$ cat src/rtl/mux_pipe_sel.sv
// mux_pipe_sel
//   N-way, W-bit selector with a registered output and a valid/ready
//   handshake. A 1-entry skid buffer keeps full throughput while the
//   downstream stage stalls. Beats leave in strict arrival order.
// Ports
//   clk        rising-edge clock
//   rst        asynchronous, active-high reset
//   in_bus     NUM_IN packed inputs, input k at in_bus[k*WIDTH +: WIDTH]
//   sel        input index, sampled together with in_bus
//   in_valid   upstream offers a beat
//   in_ready   stage can accept a beat (registered)
//   out_data   selected data of the beat at the head
//   out_sel    sel value that produced out_data
//   out_err    sel was out of range for this beat (out_data forced to 0)
//   out_valid  out_* hold a beat
//   out_ready  downstream accepts the beat
module mux_pipe_sel #(
  parameter int unsigned WIDTH  = 5,
  parameter int unsigned NUM_IN = 4,
  parameter int unsigned SEL_W  = $clog2(NUM_IN)
) (
  input  logic                    clk,
  input  logic                    rst,
  input  logic [NUM_IN*WIDTH-1:0] in_bus,
  input  logic [SEL_W-1:0]        sel,
  input  logic                    in_valid,
  output logic                    in_ready,
  output logic [WIDTH-1:0]        out_data,
  output logic [SEL_W-1:0]        out_sel,
  output logic                    out_err,
  output logic                    out_valid,
  input  logic                    out_ready
);

  typedef struct packed {
    logic [WIDTH-1:0] data;
    logic [SEL_W-1:0] sel;
    logic             err;
  } beat_t;

  typedef enum logic [1:0] {
    EMPTY = 2'd0,
    MAIN  = 2'd1,
    FULL  = 2'd2
  } state_t;

  state_t state;
  beat_t  main_q;
  beat_t  skid_q;
  beat_t  cap;
  logic   in_fire;
  logic   out_fire;

  assign in_fire  = in_valid & in_ready;
  assign out_fire = out_valid & out_ready;

  // Select without ever indexing past the bus: an unmatched sel keeps
  // the zero data and the error flag.
  always_comb begin
    cap.data = '0;
    cap.sel  = sel;
    cap.err  = 1'b1;
    for (int unsigned k = 0; k < NUM_IN; k++) begin
      if (sel == SEL_W'(k)) begin
        cap.data = in_bus[k*WIDTH +: WIDTH];
        cap.err  = 1'b0;
      end
    end
  end

  // in_ready and out_valid are registered alongside the state so that
  // in_ready stays low through reset and rises on the first edge after.
  always_ff @(posedge clk or posedge rst) begin
    if (rst) begin
      state     <= EMPTY;
      main_q    <= '0;
      skid_q    <= '0;
      in_ready  <= 1'b0;
      out_valid <= 1'b0;
    end else begin
      case (state)
        EMPTY: begin
          in_ready <= 1'b1;
          if (in_fire) begin
            main_q    <= cap;
            out_valid <= 1'b1;
            state     <= MAIN;
          end
        end
        MAIN: begin
          if (in_fire && out_fire) begin
            main_q <= cap;
          end else if (in_fire) begin
            skid_q   <= cap;
            in_ready <= 1'b0;
            state    <= FULL;
          end else if (out_fire) begin
            out_valid <= 1'b0;
            state     <= EMPTY;
          end
        end
        FULL: begin
          if (out_fire) begin
            main_q   <= skid_q;
            in_ready <= 1'b1;
            state    <= MAIN;
          end
        end
        default: begin
          in_ready  <= 1'b0;
          out_valid <= 1'b0;
          state     <= EMPTY;
        end
      endcase
    end
  end

  assign out_data = main_q.data;
  assign out_sel  = main_q.sel;
  assign out_err  = main_q.err;

endmodule

$ cat config.mk
export PLATFORM = sky130hd
export DESIGN_NAME = mux_pipe_sel
export DESIGN_NICKNAME = d
export VERILOG_FILES = /design/src/rtl/mux_pipe_sel.sv
export SDC_FILE = /design/constraint.sdc
export NUM_CORES = 1
export LEC_CHECK = 0
export BUFFER_PORTS_ARGS = -buffer_cell sky130_fd_sc_hd__clkbuf_2
export CAP_MARGIN = 20
export CORE_MARGIN = 2
export CORE_UTILIZATION = 50
export CTS_CLUSTER_DIAMETER = 200
export DETAILED_ROUTE_END_ITERATION = 16
export PLACE_DENSITY = 0.78
export SYNTH_ARGS = -nofsm -noshare
export SYNTH_HDL_FRONTEND = slang
export SYNTH_SLANG_ARGS = --single-unit
export TNS_END_PERCENT = 1
$ cat constraint.sdc
create_clock -name clk -period 1.91 [get_ports clk]
set_input_delay 0.0955 -clock clk [delete_from_list [all_inputs] [get_ports clk]]
set_output_delay 0.0955 -clock clk [all_outputs]
set_load 0.05 [all_outputs]
## After elaboration in Yosys (flattened, before gate mapping)

Index checks and enable logic that the tools add are counted.
W data, S select, Z words.

- Register bits after elaboration: 20
- Latch bits: 0
- Bits in writable memories: 0
- Bits in read-only memories: 0
- Input bits: 26
- Word-level logic and storage cells: 62
- Memories: 0

- $add $sub $neg: 0
- Multiply operators: 0
- Divide/modulo/power cells: 0
- $lt $le $gt $ge: 0
- Equal/unequal tests: 13
- Shift-type cells: 0
- Muxes and demuxes: 27
- Bitwise logic cells: 4
- Reductions and logical operators: 9

Operator list:

| cell | count |
|---|---|
| $mux W8 | 3 |
| $pmux W8 S3 | 1 |
| $mux W5 | 4 |
| $ne A2 B2 Y1 const B | 7 |
| $mux W1 | 11 |
| $mux W2 | 5 |
| $reduce_and A4 Y1 | 2 |
| $eq A2 B2 Y1 const B | 3 |
| $pmux W1 S3 | 2 |
| $pmux W2 S3 | 1 |
| $reduce_and A3 Y1 | 2 |
| $reduce_and A5 Y1 | 1 |
| $eq A2 B1 Y1 const B | 2 |
| $logic_not A2 Y1 | 2 |
| $ne A3 B3 Y1 const B | 1 |
| $reduce_bool A3 Y1 | 1 |
| $and A1 B1 Y1 | 2 |
| $not A1 Y1 | 2 |
| $logic_and A1 B1 Y1 | 1 |

## Longest topological paths before layout

- Word-level depth: 7
- Mapped depth: 6
- Gate-level depth less buffers: 4

## Least setup slack after synthesis

Ideal clock, no wire load.

- Kind: register -> register
- From: register in_ready
- To: register skid_q[1] in the netlist's numbering
- Library setup time: 0.125 ns
- Arrival: 1.552 ns
- Data required time: 1.785 ns
- Path slack: 0.233 ns
- Stages on the path, launching flop included: 5
- Path buffers: 0
- Period minus slack after synthesis: 1.677 ns
- Cells stage by stage: dfrtp_1 nand2_1 nor2_2 nand3_2 mux2_2

- Cells in the longest elaborated chain, start to end: 4

RTL lines:

| item | RTL line | source |
|---|---|---|
| start: declaration | 27 | `output logic in_ready,` |
| start signal: assignment | 78 | `in_ready <= 1'b0;` |
| start signal: assignment | 83 | `in_ready <= 1'b1;` |
| start signal: assignment | 95 | `in_ready <= 1'b0;` |
| $and A1 B1 Y1 * | 54 | `assign in_fire = in_valid & in_ready;` |
| $logic_and A1 B1 Y1 | 91 | `if (in_fire && out_fire) begin` |
| $not A1 Y1 (no line) | n/a |  |
| $reduce_and A3 Y1 (no line) * | n/a |  |
| end signal: assignment | 94 | `skid_q <= cap;` |
| end: declaration | 49 | `beat_t skid_q;` |

Mark *: on every way between the ends. The rest lies on a longest branch, timed or not.
A chain may end at the register's enable or synchronous reset.

## Final worst setup path

- From: register state[1]
- To: register main_q (netlist bit out_data[1])

- Cells in the longest elaborated chain, start to end: 3

RTL lines:

| item | RTL line | source |
|---|---|---|
| start: declaration | 47 | `state_t state;` |
| start signal: assignment | 75 | `state <= EMPTY;` |
| start signal: assignment | 87 | `state <= MAIN;` |
| start signal: assignment | 96 | `state <= FULL;` |
| $eq A2 B1 Y1, or another cell as far along | 81 | `case (state)` |
| $ne A2 B2 Y1 (no line) or $reduce_bool A3 Y1 (tied branches) | n/a |  |
| $reduce_and A4 Y1 (no line) | n/a |  |
| end signal: assignment | 85 | `main_q <= cap;` |
| end signal: assignment | 92 | `main_q <= cap;` |
| end signal: assignment | 104 | `main_q <= skid_q;` |
| end: declaration | 48 | `beat_t main_q;` |

Several ways; a longest one is shown, not always the timed one.

==> impl_metrics.json <==
{
  "status": "complete, no violations",
  "die-width_um": 52.0,
  "wire_per_inst_um": 13.6,
  "tns_ns": 0,
  "p_seq_share_pct": 60.3,
  "finalInstanceArea_mm2": 0.00135,
  "synth-xor-area-share_pct": 0,
  "synth_compound_area_share_pct": 11.2,
  "synth_nets": 133,
  "r2r_setup_slack_ns": 0.28,
  "hp-start": "in_valid",
  "crit_start": "state[1]$_DFFE_PP0P_",
  "clk_path_buf_depth": 2,
  "setup_viol": 0,
  "synth_mux_area_share_pct": 23.3,
  "initial_utilization_pct": 52.5,
  "cp.arrival_ns": 1.88,
  "grt_pass1_vias": 881,
  "cp_max_fo": 8,
  "gp_congestion": 0.779,
  "fin_cells": 167,
  "placed_cell_area_mm2": 0.00131,
  "dr.pass1.iters": 4,
  "via_per_inst": 5.66,
  "syn_area_per_cell_um2": 10.8,
  "final_nets": 167,
  "r2r-start": "state[1]$_DFFE_PP0P_",
  "fmax_mhz": 613,
  "cts_buffers": 3,
  "gr-usage-all-layers_pct": 18.8,
  "post_cts_buffers": 0,
  "core_area_mm2": 0.00219,
  "drv_slew": 0,
  "hp-class": "in -> reg",
  "vias": 945,
  "min_path_cells": 4,
  "path_class": "reg -> reg",
  "overflow": 0,
  "h-tree-depth": 1,
  "clkTransAtPathRegs_ns": 0.11,
  "grt_pass1_wl_mm": 3.82,
  "synth_top_family_by_area": "multiplexers",
  "grt_start_max_net_pins": 21,
  "hold_viol": 0,
  "ys_ff_latch": 20,
  "cp-start-kind": "flip-flop",
  "p_per_area_mw_per_mm2": 521,
  "worst_pin_slew_ns": 0.735,
  "synth_cells": 107,
  "hpwl_mm": 1.69,
  "cts_tree": "built",
  "slew_headroom_pct": 50.9,
  "dieArea_mm2": 0.00270,
  "fillers": 178,
  "drive_above_1_share_pct": 37.4,
  "dp.cells": 163,
  "critPathCaptureType": "flip-flop",
  "post_cts_resize_count": 0,
  "synth_cell_types": 29,
  "synth_area_mm2": 0.00115,
  "area_growth_pct": 17.0,
  "drt-total-wl_mm": 2.27,
  "seqCellArea_um2": 500,
  "p_sw_uw": 166,
  "switching_share_pct": 23.7,
  "num_antenna_cells": 0,
  "synth-simple-area-share_pct": 17.6,
  "max-cap-violations": 0,
  "post-route-min-period_ns": 1.63,
  "rsz0062_at_grt": "no",
  "drc": 0,
  "port_buffers": 35,
  "io-pin-count": 36,
  "p_int_uw": 535,
  "finalCritPeriodShare_pct": 85.5,
  "synthAdderAreaFrac_pct": 0,
  "ctsRootBufferMaster": "clkbuf_4",
  "multi_input_area_um2": 599,
  "antenna_left": 0,
  "worst_r2r_endpoint": "out_data[1]$_DFFE_PP0P_",
  "rows": 17,
  "hold_end": "in_ready$_DFFE_PP0P_",
  "clkPwrFrac_pct": 28.2,
  "power.leakage_uw": 0.000693,
  "yosysWarnings": 0,
  "worst_clock_skew_ns": 0.00553,
  "hold_buffers": 1,
  "antenna_found_initial": 0,
  "clk_latency_ns": 0.30,
  "finalPower_uw": 701,
  "ys_seq_area_share_pct": 43.5,
  "die_y_um": 52.0,
  "worstRegToRegCells": 4,
  "cp.required_ns": 2.16,
  "peakVddDrop_mv": 0.415,
  "clock_sinks": 20,
  "power_frac_comb_pct": 11.4,
  "drtIter0Drc": 15
}
-- logic make-up after synthesis --
group           count (synthesis)
simple gates                   38
mux                            25
flops                          20
compound gates                 16
buf+inv                         8
-- flip-flops by register name, indices dropped and copies added (netlist names) --
register,count
out_data,5
state,2
out_valid,1
in_ready,1
skid_q,8
out_sel,2
out_err,1
-- power groups by stage --
stage / Sequential [uW] / Combinational [uW] / Clock, uW
floorplan: 431 / 50.7 / 0
global placement: 431 / 76.5 / 0
detailed placement: 431 / 79.4 / 0
CTS: 423 / 81.3 / 198
global route: 423 / 89.9 / 219
finish: 423 / 80.3 / 198
-- cell type report --
class	count	share of cell area, %
Multi-Input combinational cell	79	44.5
Clock buffer	3	1.67
Sequential cell	20	37.2
Timing Repair Buffer	36	13.8
Inverter	1	0.279
Tap cell	28	2.60
-- layout by cell type (no fill, tap or decap), drive strengths merged, types with 4 or more instances in the layout --
cell / netlist / layout
clkbuf: 0 / 38
dfrtp: 20 / 20
mux2: 14 / 14
mux2i: 11 / 11
nand2: 11 / 11
nor2: 7 / 7
a311oi: 5 / 5
and2: 4 / 4
a21oi: 4 / 4
-- metal layers --
layer | track usage, % | vias up | wire length [um]
li1 | - | 449 | -
met3 | 3.16 | 6 | 149
met4 | 6.58 | 0 | 30
met5 | 0 | - | 0
met2 | 31.2 | 31 | 1100
met1 | 24.5 | 459 | 985
-- through the flow --
stage               utilization [%]  worst slack (ns)  hold slack [ns]
finish                         61.5             0.278            0.106
global route                   61.5            0.0909            0.161
CTS                            61.5             0.281            0.105
detailed placement             60.0             0.307            0.242
global placement               60.0             0.348            0.236
floorplan                         -             0.233           0.0593
-- cell usage after synthesis (all sizes together) --
master	n	area (um2)
nor3	2	10.0
buf	7	47.5
nand3	3	20.0
a32o	1	10.0
nand2b	1	6.26
o21bai	2	15.0
o21ai	2	10.0
nor3b	3	22.5
and2	4	27.5
nand2	11	41.3
inv	1	3.75
nand3b	2	15.0
dfrtp	20	500
mux2	14	158
nor2	7	28.8
nor2b	3	18.8
mux2i	11	110
a21oi	4	35.0
a22oi	1	7.51
a311oi	5	43.8
o21a	1	7.51
nor4	2	12.5
-- how the worst max path moves through the flow --
stage                     slack [ns]                      end  depth (start not counted)
final                           0.28  out_data[1]$_DFFE_PP0P_                          4
after global routing            0.09  out_data[1]$_DFFE_PP0P_                          4
after CTS                       0.28  out_data[1]$_DFFE_PP0P_                          4
after detailed placement        0.31  out_data[1]$_DFFE_PP0P_                          4
after global placement          0.35  out_data[0]$_DFFE_PP0P_                          4
after floorplan                 0.23    skid_q[1]$_DFFE_PP0P_                          4
-- critical path: stages, from the launching register on --
cell and delay, ns:
dfrtp_1 0.48, nor2b_1 0.54, nor3b_1 0.11, a311oi_1 0.28, mux2_1 0.17
Note: power is estimated with default switching activity, not from simulation.
